[src/rtl/branch_decode_pkg.sv]
// Shared constants and the decoded-entry layout for the branch-family decoder.
package branch_decode_pkg;

  localparam logic [5:0] PRIMARY_BC = 6'd16;
  localparam logic [5:0] PRIMARY_B  = 6'd18;
  localparam logic [5:0] PRIMARY_XL = 6'd19;

  localparam logic [9:0] XO_BCLR  = 10'd16;
  localparam logic [9:0] XO_BCCTR = 10'd528;
  localparam logic [9:0] XO_BCTAR = 10'd560;

  localparam int unsigned OPC_B     = 32'd24;
  localparam int unsigned OPC_BC    = 32'd25;
  localparam int unsigned OPC_BCLR  = 32'd26;
  localparam int unsigned OPC_BCCTR = 32'd27;
  localparam int unsigned OPC_BCTAR = 32'd28;

  localparam int unsigned BRANCH_UNIT_ID = 32'd6;

  // KIND_NONE is zero so a cleared FIFO slot decodes to an all-zero opcode.
  typedef enum logic [2:0] {
    KIND_NONE  = 3'd0,
    KIND_B     = 3'd1,
    KIND_BC    = 3'd2,
    KIND_BCLR  = 3'd3,
    KIND_BCCTR = 3'd4,
    KIND_BCTAR = 3'd5
  } branch_kind_e;

  typedef struct packed {
    branch_kind_e kind;
    logic [4:0]   bo;
    logic [4:0]   bi;
    logic [1:0]   bh;
    logic         aa;
    logic         lk;
    logic         target_valid;
    logic         reads_ctr;
    logic         writes_ctr;
    logic         reads_lr;
    logic         writes_lr;
    logic         reads_tar;
  } branch_entry_t;

endpackage

[src/rtl/branch_decode_fifo.sv]
// Small synchronous FIFO holding decoded branches between decode and the backend.
module branch_decode_fifo #(
  parameter int unsigned dataWidth = 32'd8,
  parameter int unsigned depth     = 32'd4
) (
  input  logic                 clock_i,
  input  logic                 reset_i,
  input  logic                 push_i,
  input  logic [dataWidth-1:0] data_i,
  input  logic                 pop_i,
  output logic [dataWidth-1:0] data_o,
  output logic                 full_o,
  output logic                 empty_o
);

  localparam int unsigned PtrWidth   = $clog2(depth);
  localparam int unsigned CountWidth = PtrWidth + 32'd1;

  logic [dataWidth-1:0]  mem_r [depth];
  logic [PtrWidth-1:0]   wr_ptr_r;
  logic [PtrWidth-1:0]   rd_ptr_r;
  logic [CountWidth-1:0] count_r;
  logic                  do_push_s;
  logic                  do_pop_s;

  assign full_o    = (count_r == CountWidth'(depth));
  assign empty_o   = (count_r == '0);
  assign do_push_s = push_i && !full_o;
  assign do_pop_s  = pop_i && !empty_o;
  assign data_o    = mem_r[rd_ptr_r];

  // Storage, pointers and occupancy; pointers wrap naturally at the power-of-two depth.
  always_ff @(posedge clock_i) begin
    if (reset_i) begin
      mem_r    <= '{default: '0};
      wr_ptr_r <= '0;
      rd_ptr_r <= '0;
      count_r  <= '0;
    end else begin
      if (do_push_s) begin
        mem_r[wr_ptr_r] <= data_i;
        wr_ptr_r        <= wr_ptr_r + PtrWidth'(1'b1);
      end
      if (do_pop_s) begin
        rd_ptr_r <= rd_ptr_r + PtrWidth'(1'b1);
      end
      case ({do_push_s, do_pop_s})
        2'b10:   count_r <= count_r + CountWidth'(1'b1);
        2'b01:   count_r <= count_r - CountWidth'(1'b1);
        default: count_r <= count_r;
      endcase
    end
  end

endmodule

[src/rtl/branch_format_decoder.sv]
// Decode-stage branch decoder: I/B/XL-form branches decoded in the accept cycle
// and queued, with a saturating count of dropped non-branch/invalid instructions.
module branch_format_decoder
  import branch_decode_pkg::*;
#(
  parameter int unsigned addressWidth            = 32'd64,
  parameter int unsigned instructionWidth        = 32'd32,
  parameter int unsigned PidSize                 = 32'd32,
  parameter int unsigned TidSize                 = 32'd64,
  parameter int unsigned instructionCounterWidth = 32'd64,
  parameter int unsigned opcodeSize              = 32'd12,
  parameter int unsigned funcUnitCodeSize        = 32'd3,
  parameter int unsigned BranchUnitID            = BRANCH_UNIT_ID,
  parameter int unsigned fifoDepth               = 32'd4,
  parameter int unsigned invCountWidth           = 32'd16
) (
  input  logic                               clock_i,
  input  logic                               reset_i,
  input  logic                               valid_i,
  output logic                               ready_o,
  input  logic [instructionWidth-1:0]        instruction_i,
  input  logic [addressWidth-1:0]            instructionAddress_i,
  input  logic                               is64Bit_i,
  input  logic [PidSize-1:0]                 instructionPid_i,
  input  logic [TidSize-1:0]                 instructionTid_i,
  input  logic [instructionCounterWidth-1:0] instructionMajId_i,
  output logic                               valid_o,
  input  logic                               ready_i,
  output logic [opcodeSize-1:0]              opcode_o,
  output logic [funcUnitCodeSize-1:0]        functionalUnitType_o,
  output logic [addressWidth-1:0]            instructionAddress_o,
  output logic [PidSize-1:0]                 instPid_o,
  output logic [TidSize-1:0]                 instTid_o,
  output logic [instructionCounterWidth-1:0] instMajId_o,
  output logic                               is64Bit_o,
  output logic [addressWidth-1:0]            targetAddress_o,
  output logic                               targetValid_o,
  output logic [4:0]                         bo_o,
  output logic [4:0]                         bi_o,
  output logic [1:0]                         bh_o,
  output logic                               aa_o,
  output logic                               lk_o,
  output logic                               readsCtr_o,
  output logic                               writesCtr_o,
  output logic                               readsLr_o,
  output logic                               writesLr_o,
  output logic                               readsTar_o,
  output logic [invCountWidth-1:0]           invalidCount_o
);

  localparam int unsigned DataWidth = 32'd2 * addressWidth + PidSize + TidSize
                                    + instructionCounterWidth + 32'd1 + $bits(branch_entry_t);

  // Instruction bit k in big-endian numbering is instruction_i[31-k].
  logic [5:0]              primary_s;
  logic [9:0]              xo_s;
  logic                    ctr_dec_s;
  logic [addressWidth-1:0] li_disp_s;
  logic [addressWidth-1:0] bd_disp_s;
  logic [addressWidth-1:0] raw_target_s;
  logic [addressWidth-1:0] target_s;
  branch_entry_t           entry_s;
  branch_entry_t           head_s;
  logic                    is_branch_s;
  logic                    accept_s;
  logic                    full_s;
  logic                    empty_s;
  logic [DataWidth-1:0]    push_data_s;
  logic [DataWidth-1:0]    head_data_s;
  logic [invCountWidth-1:0] invalid_count_r;

  assign primary_s = instruction_i[31:26];
  assign xo_s      = instruction_i[10:1];
  assign ctr_dec_s = ~instruction_i[23];
  assign li_disp_s = {{(addressWidth-32'd26){instruction_i[25]}}, instruction_i[25:2], 2'b00};
  assign bd_disp_s = {{(addressWidth-32'd16){instruction_i[15]}}, instruction_i[15:2], 2'b00};

  // Field decode and target computation for the instruction presented this cycle.
  always_comb begin
    entry_s      = '0;
    raw_target_s = '0;
    is_branch_s  = 1'b0;
    case (primary_s)
      PRIMARY_B: begin
        is_branch_s          = 1'b1;
        entry_s.kind         = KIND_B;
        entry_s.aa           = instruction_i[1];
        entry_s.target_valid = 1'b1;
        raw_target_s = instruction_i[1] ? li_disp_s : instructionAddress_i + li_disp_s;
      end
      PRIMARY_BC: begin
        is_branch_s          = 1'b1;
        entry_s.kind         = KIND_BC;
        entry_s.bo           = instruction_i[25:21];
        entry_s.bi           = instruction_i[20:16];
        entry_s.aa           = instruction_i[1];
        entry_s.target_valid = 1'b1;
        entry_s.reads_ctr    = ctr_dec_s;
        entry_s.writes_ctr   = ctr_dec_s;
        raw_target_s = instruction_i[1] ? bd_disp_s : instructionAddress_i + bd_disp_s;
      end
      PRIMARY_XL: begin
        entry_s.bo = instruction_i[25:21];
        entry_s.bi = instruction_i[20:16];
        entry_s.bh = instruction_i[12:11];
        case (xo_s)
          XO_BCLR: begin
            is_branch_s        = 1'b1;
            entry_s.kind       = KIND_BCLR;
            entry_s.reads_lr   = 1'b1;
            entry_s.reads_ctr  = ctr_dec_s;
            entry_s.writes_ctr = ctr_dec_s;
          end
          XO_BCCTR: begin
            // Decrementing CTR while branching through it is not a legal form.
            is_branch_s       = ~ctr_dec_s;
            entry_s.kind      = KIND_BCCTR;
            entry_s.reads_ctr = 1'b1;
          end
          XO_BCTAR: begin
            is_branch_s        = 1'b1;
            entry_s.kind       = KIND_BCTAR;
            entry_s.reads_tar  = 1'b1;
            entry_s.reads_ctr  = ctr_dec_s;
            entry_s.writes_ctr = ctr_dec_s;
          end
          default: is_branch_s = 1'b0;
        endcase
      end
      default: is_branch_s = 1'b0;
    endcase
    entry_s.lk        = instruction_i[0];
    entry_s.writes_lr = instruction_i[0];
  end

  // 32-bit mode clears the upper half of the computed target.
  always_comb begin
    target_s = raw_target_s;
    if (!is64Bit_i) begin
      target_s = {{(addressWidth-32'd32){1'b0}}, raw_target_s[31:0]};
    end else begin
      target_s = raw_target_s;
    end
  end

  assign ready_o     = ~full_s;
  assign valid_o     = ~empty_s;
  assign accept_s    = valid_i && ready_o;
  assign push_data_s = {instructionAddress_i, instructionPid_i, instructionTid_i,
                        instructionMajId_i, is64Bit_i, target_s, entry_s};

  branch_decode_fifo #(
    .dataWidth(DataWidth),
    .depth    (fifoDepth)
  ) u_fifo (
    .clock_i(clock_i),
    .reset_i(reset_i),
    .push_i (accept_s && is_branch_s),
    .data_i (push_data_s),
    .pop_i  (valid_o && ready_i),
    .data_o (head_data_s),
    .full_o (full_s),
    .empty_o(empty_s)
  );

  assign {instructionAddress_o, instPid_o, instTid_o, instMajId_o,
          is64Bit_o, targetAddress_o, head_s} = head_data_s;

  // Map the queued entry kind back to the externally visible opcode code.
  always_comb begin
    opcode_o = '0;
    case (head_s.kind)
      KIND_B:     opcode_o = opcodeSize'(OPC_B);
      KIND_BC:    opcode_o = opcodeSize'(OPC_BC);
      KIND_BCLR:  opcode_o = opcodeSize'(OPC_BCLR);
      KIND_BCCTR: opcode_o = opcodeSize'(OPC_BCCTR);
      KIND_BCTAR: opcode_o = opcodeSize'(OPC_BCTAR);
      default:    opcode_o = '0;
    endcase
  end

  assign functionalUnitType_o = funcUnitCodeSize'(BranchUnitID);
  assign targetValid_o = head_s.target_valid;
  assign bo_o          = head_s.bo;
  assign bi_o          = head_s.bi;
  assign bh_o          = head_s.bh;
  assign aa_o          = head_s.aa;
  assign lk_o          = head_s.lk;
  assign readsCtr_o    = head_s.reads_ctr;
  assign writesCtr_o   = head_s.writes_ctr;
  assign readsLr_o     = head_s.reads_lr;
  assign writesLr_o    = head_s.writes_lr;
  assign readsTar_o    = head_s.reads_tar;

  // Saturating count of accepted instructions that were dropped.
  always_ff @(posedge clock_i) begin
    if (reset_i) begin
      invalid_count_r <= '0;
    end else if (accept_s && !is_branch_s && (invalid_count_r != '1)) begin
      invalid_count_r <= invalid_count_r + invCountWidth'(1'b1);
    end else begin
      invalid_count_r <= invalid_count_r;
    end
  end

  assign invalidCount_o = invalid_count_r;

endmodule

[config.mk]
export PLATFORM = sky130hd
export DESIGN_NAME = branch_format_decoder
export DESIGN_NICKNAME = d
export VERILOG_FILES = /design/src/rtl/branch_decode_pkg.sv /design/src/rtl/branch_decode_fifo.sv /design/src/rtl/branch_format_decoder.sv
export SDC_FILE = /design/constraint.sdc
export NUM_CORES = 2
export LEC_CHECK = 0
export BUFFER_PORTS_ARGS = -buffer_cell sky130_fd_sc_hd__buf_2
export CAP_MARGIN = 0
export CORE_MARGIN = 2
export CORE_UTILIZATION = 30
export CTS_CLUSTER_DIAMETER = 30
export CTS_CLUSTER_SIZE = 16
export DETAILED_ROUTE_END_ITERATION = 7
export GPL_TIMING_DRIVEN = 1
export SLEW_MARGIN = 20
export SYNTH_ARGS = -nofsm -noshare
export SYNTH_HDL_FRONTEND = slang
export SYNTH_SLANG_ARGS = --single-unit
[constraint.sdc]
create_clock -name clock_i -period 3.6 [get_ports clock_i]
set_input_delay 0.54 -clock clock_i [delete_from_list [all_inputs] [get_ports clock_i]]
set_output_delay 0.54 -clock clock_i [all_outputs]
set_load 0.005 [all_outputs]
[Yosys cells after proc, flatten, opt, wreduce, memory -nomap -nowiden]
Cells that the tools add are included.
Word-level totals
  register bits after elaboration: 1271
  output and inout port bits: 342
  bits of input ports: 261
  logic and storage cells: 81
Cells by class
  $add $sub $neg: 7
  mux-type cells: 27
  reductions and logical operators: 16
  $lt $le $gt $ge: 3
  eq/ne operators: 15
  bitwise logic cells: 5
Operator list (number)
  $bwmux 1248: 1
  $mux 312: 3
  $bmux 312 s2: 1
  $demux 312 s2: 1
  $mux 64: 3
  $add 64x64->64: 2
  $pmux 64 s2: 1
  $pmux 5 s5: 1
  $eq 10x10->1 const B: 2
  $eq 6x5->1 const B: 3
  $pmux 3 s3: 2
  $add 16x1->16 const B: 1
  $ne 16x16->1 const B: 1
  $eq 10x5->1 const B: 1
  $mux 10: 1
  $eq 3x3->1 const B: 3
  $logic_and 1x1->1: 8
  $mux 1: 7
  $eq 3x2->1 const B: 2
  $ge 3x3->1 const B: 2
  $not 2->3: 2
  $pmux 1 s2: 3
  $pmux 3 s2: 1
  $reduce_or 2->1: 3
  13 further kinds: 18

[Depth between registers and ports, before layout]
  depth after elaboration: 8
  gate-level depth with buffers: 13
  mapped depth without buffers: 13

[Cells and area by module]
From an unflattened synthesis, not the netlist that was laid out.
Second synthesis, totals
  cell total of the unflattened synthesis: 6061
  area total of the unflattened synthesis: 65221.3 sq um
Modules (own cells, without submodules)
  branch_decode_fifo: area each 56807.0 sq um, cells an instance 4805, times used 1, sequential area each 25124.1 sq um
  branch_format_decoder: area each 8414.3 sq um, cells an instance 1256, times used 1, sequential area each 320.3 sq um

[Worst setup path after synthesis]
Ideal clock, no wire load.
  kind: input to register
  start: input port instruction_i[2]
  end: register u_fifo.mem_r[79] (netlist bit)
  library setup time: 133 ps
  arrival time: 3301 ps
  required time: 3467 ps
  slack: 167 ps
  stages: 13
  buffers on the path: 0
  cell sequence: ha_1 inv_1 fa_1 and2b_2 o2111ai_2 a2111oi_4 o31ai_1 a31oi_1 a21oi_2 o31a_1 xnor2_1 a211oi_2 a21oi_1
Between the ends
  longest elaborated chain between the ends: 6
  elaborated cells between the ends (all ways): 15
  those cells by class: add/sub: 2; eq/ne: 3; mux: 7; reduce/logical: 3
Ends and longest elaborated chain
  from (decl): RTL line branch_format_decoder.sv:21  | input logic [instructionWidth-1:0] instruction_i,
  branches (longest 6 deep; another with $add 64x64->64)
  to (signal, indexed assignment): RTL line branch_decode_fifo.sv:41  | mem_r[wr_ptr_r] <= data_i;
  to (decl): RTL line branch_decode_fifo.sv:19  | logic [dataWidth-1:0] mem_r [depth];
Parallel ways; which one is timed is not known.
A chain may end at the register's enable or synchronous reset.

[Worst setup path in the final report]
  start: input port instructionAddress_i[11]
  end: register u_fifo.mem_r[79] (netlist bit)
Between the ends
  longest elaborated chain between the ends: 5
  elaborated cells between the ends (all ways): 7
  those cells by class: add/sub: 2; mux: 5
Ends and longest elaborated chain
  from (decl): RTL line branch_format_decoder.sv:22  | input logic [addressWidth-1:0] instructionAddress_i,
  $add 64x64->64, on equally long branches: RTL line branch_format_decoder.sv:100, branch_format_decoder.sv:89
  $mux 64, on equally long branches: RTL line branch_format_decoder.sv:100, branch_format_decoder.sv:89
  $pmux 64 s2 *: RTL line branch_format_decoder.sv:83  | case (primary_s)
  $mux 64 *: RTL line branch_format_decoder.sv:139  | if (!is64Bit_i) begin
  $bwmux 1248 *: RTL line branch_decode_fifo.sv:41
Mark *: on every way between the ends. The rest lies on a longest branch, timed or not.

==> flow_metrics.py <==
metrics = {
    "run_status": {
        "status": "finished clean",
    },
    "setup_path": {
        "ff2ff_path_depth": 10,
        "cp_max_fo": 5,
        "required_ns": 4.34,
        "endpoint_kind": "register",
        "cp-start-kind": "primary input",
        "crit_type": "in -> reg",
        "arrival_ns": 4.22,
    },
    "detailed_routing": {
        "vias_per_cell": 5.15,
        "ant_nets": 0,
        "wl_um": 224000,
        "wl_per_cell_um": 20.2,
        "first_pass_iters": 6,
        "drtIter0Drc": 4738,
        "vias": 57191,
        "route.detailed.drc": 0,
    },
    "sta": {
        "setup_violations": 0,
        "rsz0062_at_grt": "no",
        "finalCritPeriodShare_pct": 96.6,
        "drv_slew": 0,
        "period_minus_slack_ns": 3.48,
        "hold_slack_ns": 0.0693,
        "fin_worst_skew_ns": 0.0843,
        "tns_ns": 0,
        "hold_violations": 0,
        "max_freq_mhz": 288,
        "maxSlewHeadroom_pct": 11.2,
        "tightest_slew_ns": 1.33,
    },
    "grt": {
        "grt_max_degree": 220,
        "grt_pass1_vias": 55990,
        "grt.total_usage_pct": 21.5,
        "grt_pass1_wl_um": 334000,
        "antenna_found_initial": 26,
        "grt-ovfl-total": 0,
    },
    "floorplan": {
        "pin_count": 603,
        "die_width_um": 447,
        "die_height_um": 447,
        "rows": 162,
        "core_area_mm2": 0.195,
        "die-area_mm2": 0.200,
        "start_util_pct": 30.2,
    },
    "synthesis": {
        "yosysSeqAreaShare_pct": 43.0,
        "ys_top_cells_by_area": "dfxtp_1, nand2_1, mux4_2, a21oi_1, clkbuf_1",
        "synth-edff-count": 0,
        "yosysMostFrequentCell": "nand2_1",
        "synth_top_cell_area_share_pct": 43.0,
        "netlist-cell-type-count": 94,
        "synthArstFlopShare_pct": 0,
        "syn_avg_cell_area_um2": 8.34,
        "synth_warnings": 0,
        "synth_top_flop_cell": "dfxtp_1",
        "synth_common_cells": "nand2_1, a21oi_1, dfxtp_1",
        "synthCells": 7063,
        "synth_area_mm2": 0.0589,
        "yosys.area.top_type": "dfxtp_1",
        "synth_seq_cells": 1267,
    },
    "placement": {
        "numPortBuffers": 592,
        "dp_hpwl_um": 152000,
        "place.gp.congestion": 0.930,
        "placedCellCount": 10348,
    },
    "layout": {
        "fill_cells": 18988,
        "layout-drive-gt1-share_pct": 24.9,
        "final_nets": 8611,
        "area_growth_pct": 38.1,
        "stdcell_count": 11101,
    },
    "power": {
        "netSwitchingPower_w": 0.0102,
        "p_clk_share_pct": 61.4,
        "seqPwrFrac_pct": 31.3,
        "leakage_nw": 30.4,
        "powerDensity_mw_per_mm2": 555,
        "swShare_pct": 22.6,
        "p_comb_share_pct": 7.3,
        "internal_power_w": 0.0350,
        "irDropWorstVdd_mv": 0.488,
    },
    "clock_tree": {
        "cts_root_buf": "clkbuf_16",
        "clkTransAtPathRegs_ns": 0.04,
        "cts_num_sinks": 1267,
        "cts_buffers": 307,
        "ctsLongestPathBuffers": 4,
        "h-tree-depth": 5,
        "worstSkewPairLatency_ns": 0.94,
        "cts_tree": "yes",
    },
    "hold_path": {
        "holdPathStages": 4,
        "hp-class": "in -> reg",
    },
    "job": {
        "drv_cap": 0,
    },
}
per-stage QoR:
step | area, um^2 | total power (W) | util [%] | setup WS, ns
floorplan | 59000 | 0.0159 | - | 0.167
global placement | 68800 | 0.0174 | 35.3 | -0.473
detailed placement | 68800 | 0.0174 | 35.3 | -0.518
CTS | 81300 | 0.0455 | 41.7 | 0.0187
global route | 81400 | 0.0466 | 41.7 | 0.00423
finish | 81400 | 0.0452 | 41.7 | 0.124
flip-flops by register name, summed over array words and instances, names as in the netlist:
register / count
u_fifo.mem_r: 1244
invalidCount_o: 16
u_fifo.count_r: 3
u_fifo.rd_ptr_r: 2
u_fifo.wr_ptr_r: 2
what timing repair did:
item,CTS,global route
hold buffers,201,0
endpoints found under the hold margin,798,0
endpoints found under the setup margin,0,65
resized for setup,0,9
setup buffers,0,0
cell type report:
type | instances | area, um^2 | area share, %
inverters | 50 | 188 | 0.231
well taps | 2624 | 3280 | 4.03
diodes | 24 | 60.1 | 0.0738
multi-input cells | 5181 | 31200 | 38.3
flip-flops and latches | 1267 | 25400 | 31.2
repair buffers | 1427 | 10900 | 13.3
clock buffers | 405 | 8780 | 10.8
clock inverters | 123 | 1660 | 2.04
logic make-up (layout without fill, tap and decap cells):
group,after synthesis,in the layout,synth area share [%]
simple gates,2781,2781,18.8
compound gates,1839,1839,17.7
flops,1267,1267,43.0
buf+inv,623,2005,4.24
mux,330,330,12.2
fa+ha+maj,116,116,2.49
xor+xnor,105,105,1.56
other cells,2,34,0.0127
critical path, cell delays in order:
cell	delay, ns
dlygate4sd3_1	0.58
buf_2	0.20
ha_1	0.40
nand2_2	0.09
buf_4	0.14
o211ai_1	0.27
and2_1	0.29
o41ai_4	0.16
a2111oi_4	0.47
a21o_1	0.33
a21oi_1	0.14
mux2i_1	0.15
a211oi_2	0.34
a21oi_1	0.12
cell usage in the layout, fill, tap and decap left out, types with 47 or more instances in the layout:
cell,instances
dfxtp_1,1265
a21oi_1,1293
clkbuf_16,316
inv_1,49
nor2_1,242
mux4_2,311
buf_2,591
xor2_1,49
buf_12,87
a211oi_1,47
o21ai_0,192
xnor2_1,55
a21o_1,57
nand4_1,50
clkbuf_8,54
buf_4,546
nand3_1,84
dlygate4sd3_1,201
clkinv_2,48
ha_1,114
nand2_1,2242
layer usage:
layer	GRT usage, %	wire length, um	vias to the layer above
met3	3.98	13100	589
met2	36.3	108000	2132
li1	-	-	26882
met5	0	54	-
met4	14.0	15400	8
met1	24.8	87100	27580
power groups by stage:
stage / logic, W / clock network (W) / registers (W)
after detailed placement: 0.00307 / 0 / 0.0144
after global placement: 0.00305 / 0 / 0.0144
final: 0.00331 / 0.0278 / 0.0141
after global routing: 0.00354 / 0.0289 / 0.0141
after floorplan: 0.00152 / 0 / 0.0144
after CTS: 0.00327 / 0.0281 / 0.0141
final timing paths:
check,to,slack (ns),start
setup / recovery,u_fifo.mem_r[79],0.12,instructionAddress_i[11]
setup reg to reg,invalidCount_o[15],1.23,u_fifo.count_r[0]
hold reg to reg,u_fifo.mem_r[255],0.45,u_fifo.mem_r[255]
hold / removal,u_fifo.mem_r[1198],0.07,instructionAddress_i[14]
No activity file was read; power rests on OpenSTA's default activity.
